--- config.mk ---
export PLATFORM = sky130hd
export DESIGN_NAME = pipe_hazard_ctrl
export DESIGN_NICKNAME = d
export VERILOG_FILES = /design/src/rtl/pipe_ctrl_pkg.sv /design/src/rtl/pipe_scoreboard.sv /design/src/rtl/pipe_hazard_ctrl.sv
export SDC_FILE = /design/constraint.sdc
export NUM_CORES = 1
export LEC_CHECK = 0
export BUFFER_PORTS_ARGS = -buffer_cell sky130_fd_sc_hd__buf_2
export CORE_ASPECT_RATIO = 1.25
export CORE_MARGIN = 5
export CORE_UTILIZATION = 55
export DETAILED_ROUTE_END_ITERATION = 10
export GPL_ROUTABILITY_DRIVEN = 0
export PLACE_DENSITY_LB_ADDON = 0.25
export SLEW_MARGIN = 0
export SYNTH_ARGS = -nofsm -noshare
export SYNTH_HDL_FRONTEND = slang
export SYNTH_SLANG_ARGS = --single-unit
--- constraint.sdc ---
create_clock -name clk -period 3.6 [get_ports clk]
set_input_delay 0.36 -clock clk [delete_from_list [all_inputs] [get_ports clk]]
set_output_delay 0.36 -clock clk [all_outputs]
set_load 0.01 [all_outputs]
--- src/rtl/pipe_ctrl_pkg.sv ---
// Shared types and constants for the pipeline hazard/flush sequencer.
//   REG_AW     register-address width (x0 is hardwired zero)
//   DEF_CNT_W  default performance-counter width
//   FWD_*      EX operand-select encodings
//   sb_entry_t per-stage scoreboard entry; SB_NOP is the bubble entry
package pipe_ctrl_pkg;

   localparam int unsigned REG_AW    = 5;
   localparam int unsigned DEF_CNT_W = 16;
   localparam int unsigned FWD_W     = 2;

   localparam logic [FWD_W-1:0] FWD_REG   = 2'b00;
   localparam logic [FWD_W-1:0] FWD_EXMEM = 2'b01;
   localparam logic [FWD_W-1:0] FWD_MEMWB = 2'b10;

   typedef struct packed {
      logic              valid;
      logic [REG_AW-1:0] rd;
      logic              regwrite;
      logic              load;
      logic [REG_AW-1:0] rs1;
      logic [REG_AW-1:0] rs2;
   } sb_entry_t;

   // All control bits zero: the NOP loaded on a bubble or a kill.
   localparam sb_entry_t SB_NOP = '0;

   // Entry produces a register result that a later instruction can depend on.
   function automatic logic writes_reg(input sb_entry_t e);
      return e.valid & e.regwrite & (e.rd != '0);
   endfunction

endpackage

--- src/rtl/pipe_scoreboard.sv ---
// Mirror of the EX/MEM/WB pipeline registers, shifting every clock.
//   clk, rst_n  clock, async active-low reset (clears all entries)
//   id_entry    fields of the instruction currently in ID
//   bubble_ex   load NOP into EX instead of the ID instruction
//   kill_mem    load NOP into MEM instead of the EX instruction
//   ex_entry, mem_entry, wb_entry  current stage contents
module pipe_scoreboard
   import pipe_ctrl_pkg::*;
(
   input  logic      clk,
   input  logic      rst_n,
   input  sb_entry_t id_entry,
   input  logic      bubble_ex,
   input  logic      kill_mem,
   output sb_entry_t ex_entry,
   output sb_entry_t mem_entry,
   output sb_entry_t wb_entry
);

   // Three-deep shift with per-stage NOP insertion.
   always_ff @(posedge clk or negedge rst_n) begin
      if (!rst_n) begin
         ex_entry  <= SB_NOP;
         mem_entry <= SB_NOP;
         wb_entry  <= SB_NOP;
      end else begin
         ex_entry  <= bubble_ex ? SB_NOP : id_entry;
         mem_entry <= kill_mem  ? SB_NOP : ex_entry;
         wb_entry  <= mem_entry;
      end
   end

endmodule

--- src/rtl/pipe_hazard_ctrl.sv ---
// Hazard/flush sequencer for a 5-stage IF/ID/EX/MEM/WB pipeline.
// Optional feature macro: FWD_EN (operand forwarding; stall only on load-use).
//   clk, rst_n                 clock, async active-low reset
//   id_valid, id_rs1, id_rs2   ID instruction and its source registers
//   id_use_rs1, id_use_rs2     ID instruction actually reads rs1/rs2
//   id_rd, id_regwrite, id_memtoreg  ID destination and WB controls
//   mem_br_taken               taken branch/jump resolved in MEM
//   stall_pc, stall_ifid       hold PC and IF/ID (combinational)
//   bubble_idex                load NOP into ID/EX (combinational)
//   flush_ifid, flush_exmem    kill IF/ID and the EX->MEM instruction (combinational)
//   fwd_a, fwd_b               EX operand selects: 00 regfile, 01 EX/MEM, 10 MEM/WB
//   stall_cnt, flush_cnt       saturating stall-cycle / flush-event counters
module pipe_hazard_ctrl
   import pipe_ctrl_pkg::*;
#(
   parameter int unsigned CNT_W = DEF_CNT_W
) (
   input  logic              clk,
   input  logic              rst_n,
   input  logic              id_valid,
   input  logic [REG_AW-1:0] id_rs1,
   input  logic [REG_AW-1:0] id_rs2,
   input  logic              id_use_rs1,
   input  logic              id_use_rs2,
   input  logic [REG_AW-1:0] id_rd,
   input  logic              id_regwrite,
   input  logic              id_memtoreg,
   input  logic              mem_br_taken,
   output logic              stall_pc,
   output logic              stall_ifid,
   output logic              bubble_idex,
   output logic              flush_ifid,
   output logic              flush_exmem,
   output logic [FWD_W-1:0]  fwd_a,
   output logic [FWD_W-1:0]  fwd_b,
   output logic [CNT_W-1:0]  stall_cnt,
   output logic [CNT_W-1:0]  flush_cnt
);

   sb_entry_t id_entry;
   sb_entry_t sb_ex;
   sb_entry_t sb_mem;
   sb_entry_t sb_wb;
   logic      br;
   logic      hz;
   logic      stall;
   logic      ex_hit;

   // Pack the ID-stage fields into a scoreboard entry.
   always_comb begin
      id_entry          = SB_NOP;
      id_entry.valid    = id_valid;
      id_entry.rd       = id_rd;
      id_entry.regwrite = id_regwrite;
      id_entry.load     = id_memtoreg;
      id_entry.rs1      = id_rs1;
      id_entry.rs2      = id_rs2;
   end

   pipe_scoreboard u_sb (
      .clk       (clk),
      .rst_n     (rst_n),
      .id_entry  (id_entry),
      .bubble_ex (bubble_idex),
      .kill_mem  (br),
      .ex_entry  (sb_ex),
      .mem_entry (sb_mem),
      .wb_entry  (sb_wb)
   );

   // Gating with rst_n keeps every output low while reset is held.
   assign br = mem_br_taken & rst_n;

   assign ex_hit = writes_reg(sb_ex) &
                   ((id_use_rs1 & (id_rs1 == sb_ex.rd)) |
                    (id_use_rs2 & (id_rs2 == sb_ex.rd)));

`ifdef FWD_EN
   // With forwarding only a load still in EX is too late to bypass.
   assign hz = id_valid & ex_hit & sb_ex.load;

   // Youngest producer (MEM) wins over WB.
   function automatic logic [FWD_W-1:0] fwd_sel(input logic [REG_AW-1:0] src,
                                                 input sb_entry_t m,
                                                 input sb_entry_t w);
      if (writes_reg(m) && (m.rd == src)) return FWD_EXMEM;
      if (writes_reg(w) && (w.rd == src)) return FWD_MEMWB;
      return FWD_REG;
   endfunction

   // Operand selects for the instruction now in EX.
   always_comb begin
      fwd_a = FWD_REG;
      fwd_b = FWD_REG;
      if (sb_ex.valid) begin
         fwd_a = fwd_sel(sb_ex.rs1, sb_mem, sb_wb);
         fwd_b = fwd_sel(sb_ex.rs2, sb_mem, sb_wb);
      end
   end
`else
   logic mem_hit;

   // No bypass: any producer in EX or MEM blocks; WB is write-before-read.
   assign mem_hit = writes_reg(sb_mem) &
                    ((id_use_rs1 & (id_rs1 == sb_mem.rd)) |
                     (id_use_rs2 & (id_rs2 == sb_mem.rd)));
   assign hz      = id_valid & (ex_hit | mem_hit);
   assign fwd_a   = FWD_REG;
   assign fwd_b   = FWD_REG;
`endif

   // Not every scoreboard field feeds logic in every build.
   logic unused_sb;
   assign unused_sb = ^{sb_ex, sb_mem, sb_wb};

   // Flush has priority over stall.
   assign stall       = hz & ~br;
   assign stall_pc    = stall;
   assign stall_ifid  = stall;
   assign bubble_idex = hz | br;
   assign flush_ifid  = br;
   assign flush_exmem = br;

   // Saturating performance counters.
   always_ff @(posedge clk or negedge rst_n) begin
      if (!rst_n) begin
         stall_cnt <= '0;
         flush_cnt <= '0;
      end else begin
         if (stall && (stall_cnt != '1)) stall_cnt <= stall_cnt + CNT_W'(1);
         if (br && (flush_cnt != '1))    flush_cnt <= flush_cnt + CNT_W'(1);
      end
   end

endmodule

==> flow_summary.json, run 1 <==
{
  "cp.arrival_ns": 2.33,
  "nets": 297,
  "path_buf_inv": 2,
  "synth_top_area_share_pct": 49.7,
  "area_growth_syn_to_layout_pct": 17.4,
  "wl_met3_um": 200,
  "cts.htree.levels": 2,
  "drt_iter0_markers": 62,
  "synthesis.instances": 213,
  "cts_num_sinks": 46,
  "grt_max_degree": 47,
  "status": "finished clean",
  "final_max_slew_viol_count": 0,
  "cts_made_buffers": 5,
  "crit_fanout": 8,
  "antenna_cells": 0,
  "synth-edff-count": 0,
  "via_per_inst": 5.31,
  "synth_seq_area_share_pct": 49.7,
  "syn_avg_cell_area_um2": 10.9,
  "routed.top_layer": "met4",
  "rr_startpoint": "flush_cnt[6]$_DFFE_PN0P_",
  "hold_path.class": "primary input to asynchronous set/reset pin",
  "hold_viol_final": 0,
  "grt_pass1_wl_mm": 7.64,
  "die_h_um": 82.6,
  "synth_area_leader_cell": "dfrtp_1",
  "firstDrtPassIters": 4,
  "dpl_cell_area_um2": 2630,
  "ant_nets": 0,
  "hpwl_mm": 3.54,
  "core_area_um2": 4100,
  "critPathTopFamily": "compound AO/OA/AOI/OAI gates",
  "cts.root.buffer_cell": "clkbuf_8",
  "cp_cell_sequence": "or3_1, o311a_1, a22o_1, a21oi_1, inv_1, buf_2",
  "rr_endpoint": "flush_cnt[15]$_DFFE_PN0P_",
  "fin_setup_tns_ns": 0,
  "cts_tree": "built",
  "drcViolationCount": 0,
  "drive_gt1_share_pct": 27.1,
  "wl_met2_mm": 2.46,
  "slew_headroom_pct": 36.0,
  "clock_latency_ns": 0.30,
  "die_w_um": 68.1,
  "routed_wl_mm": 4.71,
  "leakagePower_uw": 0.00144,
  "ir_worst_vdd_mv": 0.507,
  "start_kind": "flop",
  "finalSetupViolations": 0,
  "fmax_mhz": 372,
  "reg2regPathDepth": 6,
  "antenna_found_initial": 0,
  "yosys-top-cells-area": "dfrtp_1 50%, xnor2_1 11%, xor2_1 7.6%",
  "drv_cap": 0,
  "hold_buffers": 0,
  "synth-seq-cells": 46,
  "worstMarginPinSlew_ns": 0.956,
  "syn_area_um2": 2320,
  "rrSetupSlack_ns": 1.14,
  "slowest_stage": "a21oi_1",
  "cp-end-kind": "output pin",
  "dieArea_um2": 5620,
  "slowest_delay_ns": 0.44,
  "ys.warnings.count": 0,
  "crit_required_ns": 3.24,
  "skew_ns": 0.00883,
  "ys_types": 36,
  "grt_overflow": 0,
  "wl_met1_mm": 1.98,
  "stdcell_area_um2": 2720,
  "worstSetupPathType": "flop to output pin",
  "cts_resized": 0,
  "core.rowCount": 26,
  "post_cts_buffers": 0,
  "port_buffers": 58,
  "rsz0062_at_grt": "false",
  "io_pins": 64,
  "grt_pass1_vias": 1760,
  "clk_pin_slew_worst_paths_ns": 0.08,
  "cts_buffer_depth": 2,
  "async_reset_ff_share_pct": 100,
  "grt_usage_pct": 18.0,
  "start_util_pct": 56.5,
  "ys.flop_type": "dfrtp_1",
  "routed-via-count": 1747,
  "power_density_nw_per_um2": 413,
  "layout_min_cycle_time_ns": 2.69,
  "whs_ns": 0.184,
  "post-route-period-util_pct": 74.6,
  "routedWlPerCell_um": 14.3,
  "final_core_util_pct": 66.4
}
==> cell families after synthesis <==
group           after synthesis  share of synthesized area, %
simple gates                 89                          21.8
other cells                   1                         0.162
flops                        46                          49.7
compound gates                9                          3.51
fa+ha+maj                     2                          1.08
xor+xnor                     48                          18.1
buf+inv                      15                          3.83
mux                           3                          1.78
==> power breakdown <==
part,internal [uW],leakage (uW),switching [uW]
Sequential,561,0.000605,55.5
Combinational,93.1,0.000783,90.5
Clock,154,0.0000472,169
==> area by class of cell <==
type	instances	area (um2)
inverters	5	18.8
well taps	56	70.1
clock inverters	2	12.5
repair buffers	59	298
multi-input cells	155	1090
clock buffers	6	82.6
fillers	351	1380
flip-flops and latches	46	1150
==> registers in the layout, summed over array words and instances, names as in the netlist <==
register        flops
u_sb.mem_entry      7
u_sb.ex_entry       7
flush_cnt          16
stall_cnt          16
==> per-layer routing <==
metal  up-vias  GRT usage (%)
met1       861           21.1
met5         -              0
met2        45           32.2
met3         8           3.65
li1        833              -
met4         0           6.16
==> cells in the mapped netlist, types with 4 or more instances <==
| library cell | instances |
|---|---|
| nor4_1 | 5 |
| nor3b_1 | 4 |
| nor2_1 | 8 |
| xnor2_1 | 28 |
| and3_1 | 8 |
| and2_1 | 14 |
| buf_4 | 6 |
| xor2_1 | 20 |
| inv_1 | 5 |
| nand3_1 | 10 |
| nand2_1 | 16 |
| nand4_1 | 9 |
| dfrtp_1 | 46 |
==> per-stage QoR <==
stage,setup WS (ns),power [uW],std cells
after CTS,0.902,1140,329
after global placement,1.20,807,321
final,0.914,1120,329
after floorplan,1.38,731,216
after detailed placement,1.16,814,321
after global routing,0.745,1190,329
==> cells in the final DEF (no fill, tap or decap), types with 3 or more instances in the layout <==
| master | synthesis | final |
|---|---|---|
| nor3_1 | 3 | 3 |
| xor2_1 | 20 | 20 |
| nand3_1 | 10 | 10 |
| dfrtp_1 | 46 | 46 |
| xnor2_1 | 28 | 28 |
| clkbuf_8 | 0 | 6 |
| and2_1 | 14 | 14 |
| inv_1 | 5 | 5 |
| nor2_1 | 8 | 8 |
| nand4_1 | 9 | 9 |
| and3_1 | 8 | 8 |
| buf_2 | 2 | 58 |
| nand2_1 | 16 | 16 |
| nor3b_1 | 4 | 4 |
| nor4_1 | 5 | 5 |
| conb_1 | 1 | 4 |
==> how the worst max path moves through the flow <==
stage | from | endpoint | slack [ns] | cells after the start
3_5_place_dp | flush_cnt[6]$_DFFE_PN0P_ | flush_cnt[15]$_DFFE_PN0P_ | 1.16 | 6
4_1_cts | u_sb.ex_entry[12]$_DFF_PN0_ | bubble_idex | 0.90 | 6
2_1_floorplan | u_sb.mem_entry[12]$_DFF_PN0_ | stall_pc | 1.38 | 7
5_1_grt | u_sb.ex_entry[12]$_DFF_PN0_ | bubble_idex | 0.75 | 6
6_report | u_sb.ex_entry[12]$_DFF_PN0_ | bubble_idex | 0.91 | 6
3_3_place_gp | flush_cnt[6]$_DFFE_PN0P_ | flush_cnt[9]$_DFFE_PN0P_ | 1.20 | 6
No activity file was read; power rests on OpenSTA's default activity.
==> inputs of run 2 (changes only) <==
--- a/config.mk
+++ b/config.mk
@@ -8,7 +8,7 @@
 export BUFFER_PORTS_ARGS = -buffer_cell sky130_fd_sc_hd__buf_2
 export CORE_ASPECT_RATIO = 1.25
 export CORE_MARGIN = 5
-export CORE_UTILIZATION = 55
+export CORE_UTILIZATION = 47
 export DETAILED_ROUTE_END_ITERATION = 10
 export GPL_ROUTABILITY_DRIVEN = 0
 export PLACE_DENSITY_LB_ADDON = 0.25
==> constraint.sdc (replaced) <==
create_clock -name clk -period 2.2 [get_ports clk]
set_input_delay 0.22 -clock clk [delete_from_list [all_inputs] [get_ports clk]]
set_output_delay 0.22 -clock clk [all_outputs]
set_load 0.01 [all_outputs]
==> flow_summary.json, run 2 (synthesis results as in run 1) <==
{
  "multi_input_area_um2": 1140,
  "hold_path.class": "primary input to asynchronous set/reset pin",
  "clock_latency_ns": 0.30,
  "routed-via-count": 1769,
  "cts_num_sinks": 46,
  "cts.htree.levels": 2,
  "drive_gt1_share_pct": 33.4,
  "fill_cells": 408,
  "status": "finished with violations",
  "antenna_found_initial": 0,
  "reg_top3": "flush_cnt x16, stall_cnt x16",
  "path_buf_inv": 2,
  "antenna_cells": 0,
  "crit_required_ns": 1.98,
  "start_util_pct": 48.6,
  "routedWlPerCell_um": 14.3,
  "grt_usage_pct": 16.0,
  "rr_startpoint": "u_sb.mem_entry[12]$_DFF_PN0_",
  "slowest_stage": "or3_1",
  "cts_buffer_depth": 2,
  "drt_iter0_markers": 84,
  "hold_viol_final": 0,
  "slowest_delay_ns": 0.39,
  "final_common_cell": "buf_2",
  "cp-startpoint": "u_sb.mem_entry[12]$_DFF_PN0_",
  "start_kind": "flop",
  "final_max_slew_viol_count": 0,
  "clk_pin_slew_worst_paths_ns": 0.08,
  "skew_ns": 0.00601,
  "drv_cap": 0,
  "cts_tree": "built",
  "violations": "setup timing",
  "stdcell_area_um2": 2890,
  "dpl_cell_area_um2": 2700,
  "firstDrtPassIters": 3,
  "cp.arrival_ns": 2.01,
  "rrSetupSlack_ns": 0.05,
  "layout_min_cycle_time_ns": 2.23,
  "rsz0062_at_grt": "true",
  "post-route-period-util_pct": 101,
  "hold_buffers": 0,
  "total_power_uw": 1870,
  "final_cell_mix": "56 x buf_2, 46 x dfrtp_1, 28 x xnor2_1",
  "nets": 311,
  "via_per_inst": 5.10,
  "core.rowCount": 28,
  "cts.root.buffer_cell": "clkbuf_8",
  "core_area_um2": 4760,
  "hpwl_mm": 3.53,
  "routed_wl_mm": 4.95,
  "grt_overflow": 0,
  "io_pins": 64,
  "grt_pass1_wl_mm": 7.85,
  "grt_max_degree": 47,
  "ant_nets": 0,
  "die_h_um": 88.5,
  "critPathTopFamily": "simple AND/OR/NAND/NOR gates",
  "leakagePower_uw": 0.00150,
  "fmax_mhz": 449,
  "setup_ws_ns": -0.0278,
  "finalSetupViolations": 3,
  "crit_fanout": 2,
  "cp_cell_sequence": "or3_1, o311a_1, and3_4, a22oi_4, inv_2, buf_2",
  "drcViolationCount": 0,
  "port_buffers": 58,
  "cp-end-kind": "output pin",
  "ir_worst_vdd_mv": 0.534,
  "die_w_um": 72.8,
  "seq_area_um2": 1150,
  "worstMarginPinSlew_ns": 0.574,
  "worstSetupPathType": "flop to output pin",
  "area_growth_syn_to_layout_pct": 24.9,
  "cts_made_buffers": 5,
  "power_density_nw_per_um2": 646,
  "dieArea_um2": 6440,
  "slew_headroom_pct": 61.7,
  "final_core_util_pct": 60.7,
  "grt_pass1_vias": 1695
}
[run 2: changes by cell type in the layout (fill, tap and decap cells not counted), sizes merged]
cell      delta
clkbuf       +1
clkinvlp     -1
buf         +14
[run 2: layout make-up]
cell class | count | area share [%]
Timing Repair Buffer | 73 | 14.5
Tap cell | 60 | 2.59
Multi-Input combinational cell | 155 | 39.3
Clock buffer | 7 | 2.98
Sequential cell | 46 | 39.8
Inverter | 5 | 0.649
Clock inverter | 1 | 0.173
[run 2: repair_timing]
action	in CTS	in global routing
pin swaps	5	2
gates cloned	0	0
setup endpoints to repair	3	14
resized for setup	4	9
setup buffers	5	0
[run 2: worst paths after layout]
path | end | cells past startpoint
hold reg to reg | stall_cnt[15]$_DFFE_PN0P_ | 1
setup reg to reg | stall_cnt[12]$_DFFE_PN0P_ | 7
max in group asynchronous | flush_cnt[11]$_DFFE_PN0P_ | 2
hold / removal | u_sb.ex_entry[12]$_DFF_PN0_ | 2
setup / recovery | stall_ifid | 6
min in group clk | u_sb.ex_entry[13]$_DFF_PN0_ | 2
[run 2: per-layer routing]
metal / vias to the layer above / global-route usage, % / wire, um
li1: 857 / - / -
met5: - / 0 / 0
met4: 0 / 6.04 / 74
met3: 6 / 4.55 / 277
met1: 871 / 19.7 / 2000
met2: 35 / 26.8 / 2600
[run 2: worst reg2reg max path: stages, from the launching register on]
cell	delay, ns
dfrtp_1	0.38
or3_1	0.39
o311a_1	0.32
and3_4	0.19
a22oi_4	0.23
buf_6	0.18
nor4b_2	0.06
mux2_4	0.30
[run 2: stage by stage]
step | TNS, ns | hold slack, ns | cells | setup slack, ns
global placement | 0 | 0.387 | 334 | 0.0561
CTS | -0.120 | 0.0556 | 347 | -0.0443
floorplan | 0 | -0.0756 | 216 | 0.119
detailed placement | 0 | 0.385 | 334 | 0.0438
global route | -0.268 | 0.0818 | 347 | -0.0982
finish | -0.0349 | 0.0226 | 347 | -0.0278
[run 2: report_power, final]
group	switching [uW]	internal [uW]	total, uW
Sequential	87.1	918	1010
Combinational	158	168	326
Clock	284	254	538
Total	530	1340	1870
==> inputs of run 3 (changes only) <==
--- a/config.mk
+++ b/config.mk
@@ -11,6 +11,7 @@
 export CORE_UTILIZATION = 47
 export DETAILED_ROUTE_END_ITERATION = 10
 export GPL_ROUTABILITY_DRIVEN = 0
+export HOLD_SLACK_MARGIN = 0.06
 export PLACE_DENSITY_LB_ADDON = 0.25
 export SLEW_MARGIN = 0
 export SYNTH_ARGS = -nofsm -noshare
==> flow_summary.json, run 3 (synthesis results as in run 1) <==
{
  "grt_max_degree": 47,
  "fill_cells": 409,
  "worstMarginPinSlew_ns": 0.564,
  "slowest_delay_ns": 0.39,
  "whs_ns": 0.118,
  "firstDrtPassIters": 4,
  "final_max_slew_viol_count": 0,
  "cp_cell_sequence": "or3_1, o311a_1, and3_4, a22oi_4, inv_2, buf_2",
  "final_cell_mix": "56 x buf_2, 46 x dfrtp_1, 28 x xnor2_1",
  "skew_ns": 0.00557,
  "slew_headroom_pct": 62.4,
  "grt_overflow": 0,
  "nets": 312,
  "routed.top_layer": "met4",
  "rsz0062_at_grt": "true",
  "rr_startpoint": "u_sb.mem_entry[12]$_DFF_PN0_",
  "start_util_pct": 48.6,
  "die_w_um": 72.8,
  "post-route-period-util_pct": 101,
  "cts_num_sinks": 46,
  "fmax_mhz": 449,
  "start_kind": "flop",
  "cts_made_buffers": 5,
  "ir_worst_vdd_mv": 0.534,
  "crit_fanout": 2,
  "rr_endpoint": "stall_cnt[12]$_DFFE_PN0P_",
  "drt_iter0_markers": 62,
  "port_buffers": 58,
  "setup_ws_ns": -0.0267,
  "clock_latency_ns": 0.30,
  "cp-startpoint": "u_sb.mem_entry[12]$_DFF_PN0_",
  "multi_input_area_um2": 1140,
  "drcViolationCount": 0,
  "area_growth_syn_to_layout_pct": 25.3,
  "finalSetupViolations": 3,
  "cts_buffer_depth": 2,
  "violations": "setup timing",
  "wl_met3_um": 277,
  "routedWlPerCell_um": 14.2,
  "grt_pass1_wl_mm": 7.81,
  "ant_nets": 0,
  "routed-via-count": 1761,
  "crit_required_ns": 1.98,
  "wl_met2_mm": 2.56,
  "rrSetupSlack_ns": 0.05,
  "grt_pass1_vias": 1691,
  "seq_area_um2": 1150,
  "reg2regPathDepth": 7,
  "drv_cap": 0,
  "power_density_nw_per_um2": 644,
  "hold_path.class": "primary input to flop",
  "place_ws_ns": 0.0438,
  "critPathTopFamily": "simple AND/OR/NAND/NOR gates",
  "antenna_cells": 0,
  "core_area_um2": 4760,
  "crit_path_end": "stall_ifid",
  "cp.arrival_ns": 2.01,
  "cts_tree": "built",
  "hold_viol_final": 0,
  "reg_top3": "flush_cnt x16, stall_cnt x16",
  "io_pins": 64,
  "cp.depth": 6,
  "wl_met1_mm": 2.02,
  "path_buf_inv": 2,
  "routed_wl_mm": 4.93,
  "grt_usage_pct": 15.9,
  "hpwl_mm": 3.53,
  "layout_min_cycle_time_ns": 2.23,
  "cts.root.buffer_cell": "clkbuf_8",
  "leakagePower_uw": 0.00151,
  "final_common_cell": "buf_2",
  "cp-end-kind": "output pin",
  "cts.htree.levels": 2,
  "die_h_um": 88.5,
  "clk_pin_slew_worst_paths_ns": 0.08,
  "drive_gt1_share_pct": 33.3,
  "slowest_stage": "or3_1",
  "status": "finished with violations",
  "worstSetupPathType": "flop to output pin",
  "core.rowCount": 28,
  "antenna_found_initial": 0,
  "via_per_inst": 5.06,
  "dieArea_um2": 6440
}
run 3: final cells by class:
| class | count | share of cell area [%] |
|---|---|---|
| flip-flops and latches | 46 | 39.6 |
| well taps | 60 | 2.59 |
| multi-input cells | 155 | 39.2 |
| repair buffers | 74 | 14.8 |
| clock inverters | 1 | 0.172 |
| inverters | 5 | 0.646 |
| clock buffers | 7 | 2.97 |
run 3: metrics by stage:
step / total power [uW] / TNS, ns / utilization [%] / std cells / instance area (um2)
after global placement: 1330 / 0 / 56.6 / 334 / 2700
after global routing: 1970 / -0.268 / 61.0 / 348 / 2900
final: 1870 / -0.0331 / 61.0 / 348 / 2900
after CTS: 1890 / -0.120 / 60.0 / 348 / 2860
after floorplan: 1200 / 0 / - / 216 / 2330
after detailed placement: 1340 / 0 / 56.6 / 334 / 2700
run 3: worst reg2reg max path: stages (launching register included):
cell     delay (ns)
dfrtp_1        0.38
or3_1          0.39
o311a_1        0.32
and3_4         0.19
a22oi_4        0.23
buf_6          0.18
nor4b_2        0.06
mux2_4         0.30
run 3: worst min-delay path by stage:
stage             start                     endpoint  slack [ns]  cells after the start
2_1_floorplan     rst_n     flush_cnt[0]$_DFFE_PN0P_       -0.08                      0
3_3_place_gp      rst_n    flush_cnt[11]$_DFFE_PN0P_        0.39                      2
3_5_place_dp      rst_n    flush_cnt[11]$_DFFE_PN0P_        0.38                      2
4_1_cts        id_rd[1]  u_sb.ex_entry[13]$_DFF_PN0_        0.12                      2
5_1_grt        id_rd[1]  u_sb.ex_entry[13]$_DFF_PN0_        0.11                      2
6_report       id_rd[1]  u_sb.ex_entry[13]$_DFF_PN0_        0.12                      2
run 3: routing by layer:
layer | GRT usage [%] | up-vias
met5 | 0 | -
met4 | 6.04 | 0
met3 | 4.55 | 6
met2 | 26.5 | 35
met1 | 19.6 | 860
li1 | - | 860
run 3: power breakdown:
group | total [uW] | switching (uW) | internal [uW]
sequential | 1010 | 87.3 | 918
clock | 537 | 283 | 254
combinational | 327 | 159 | 169
run 3: repair_timing:
action | in CTS | in global routing
pin swaps | 5 | 2
hold endpoints to repair | 32 | 0
endpoints found under the setup margin | 3 | 14
resized for setup | 4 | 9
hold buffers | 1 | 0
buffers inserted | 5 | 0
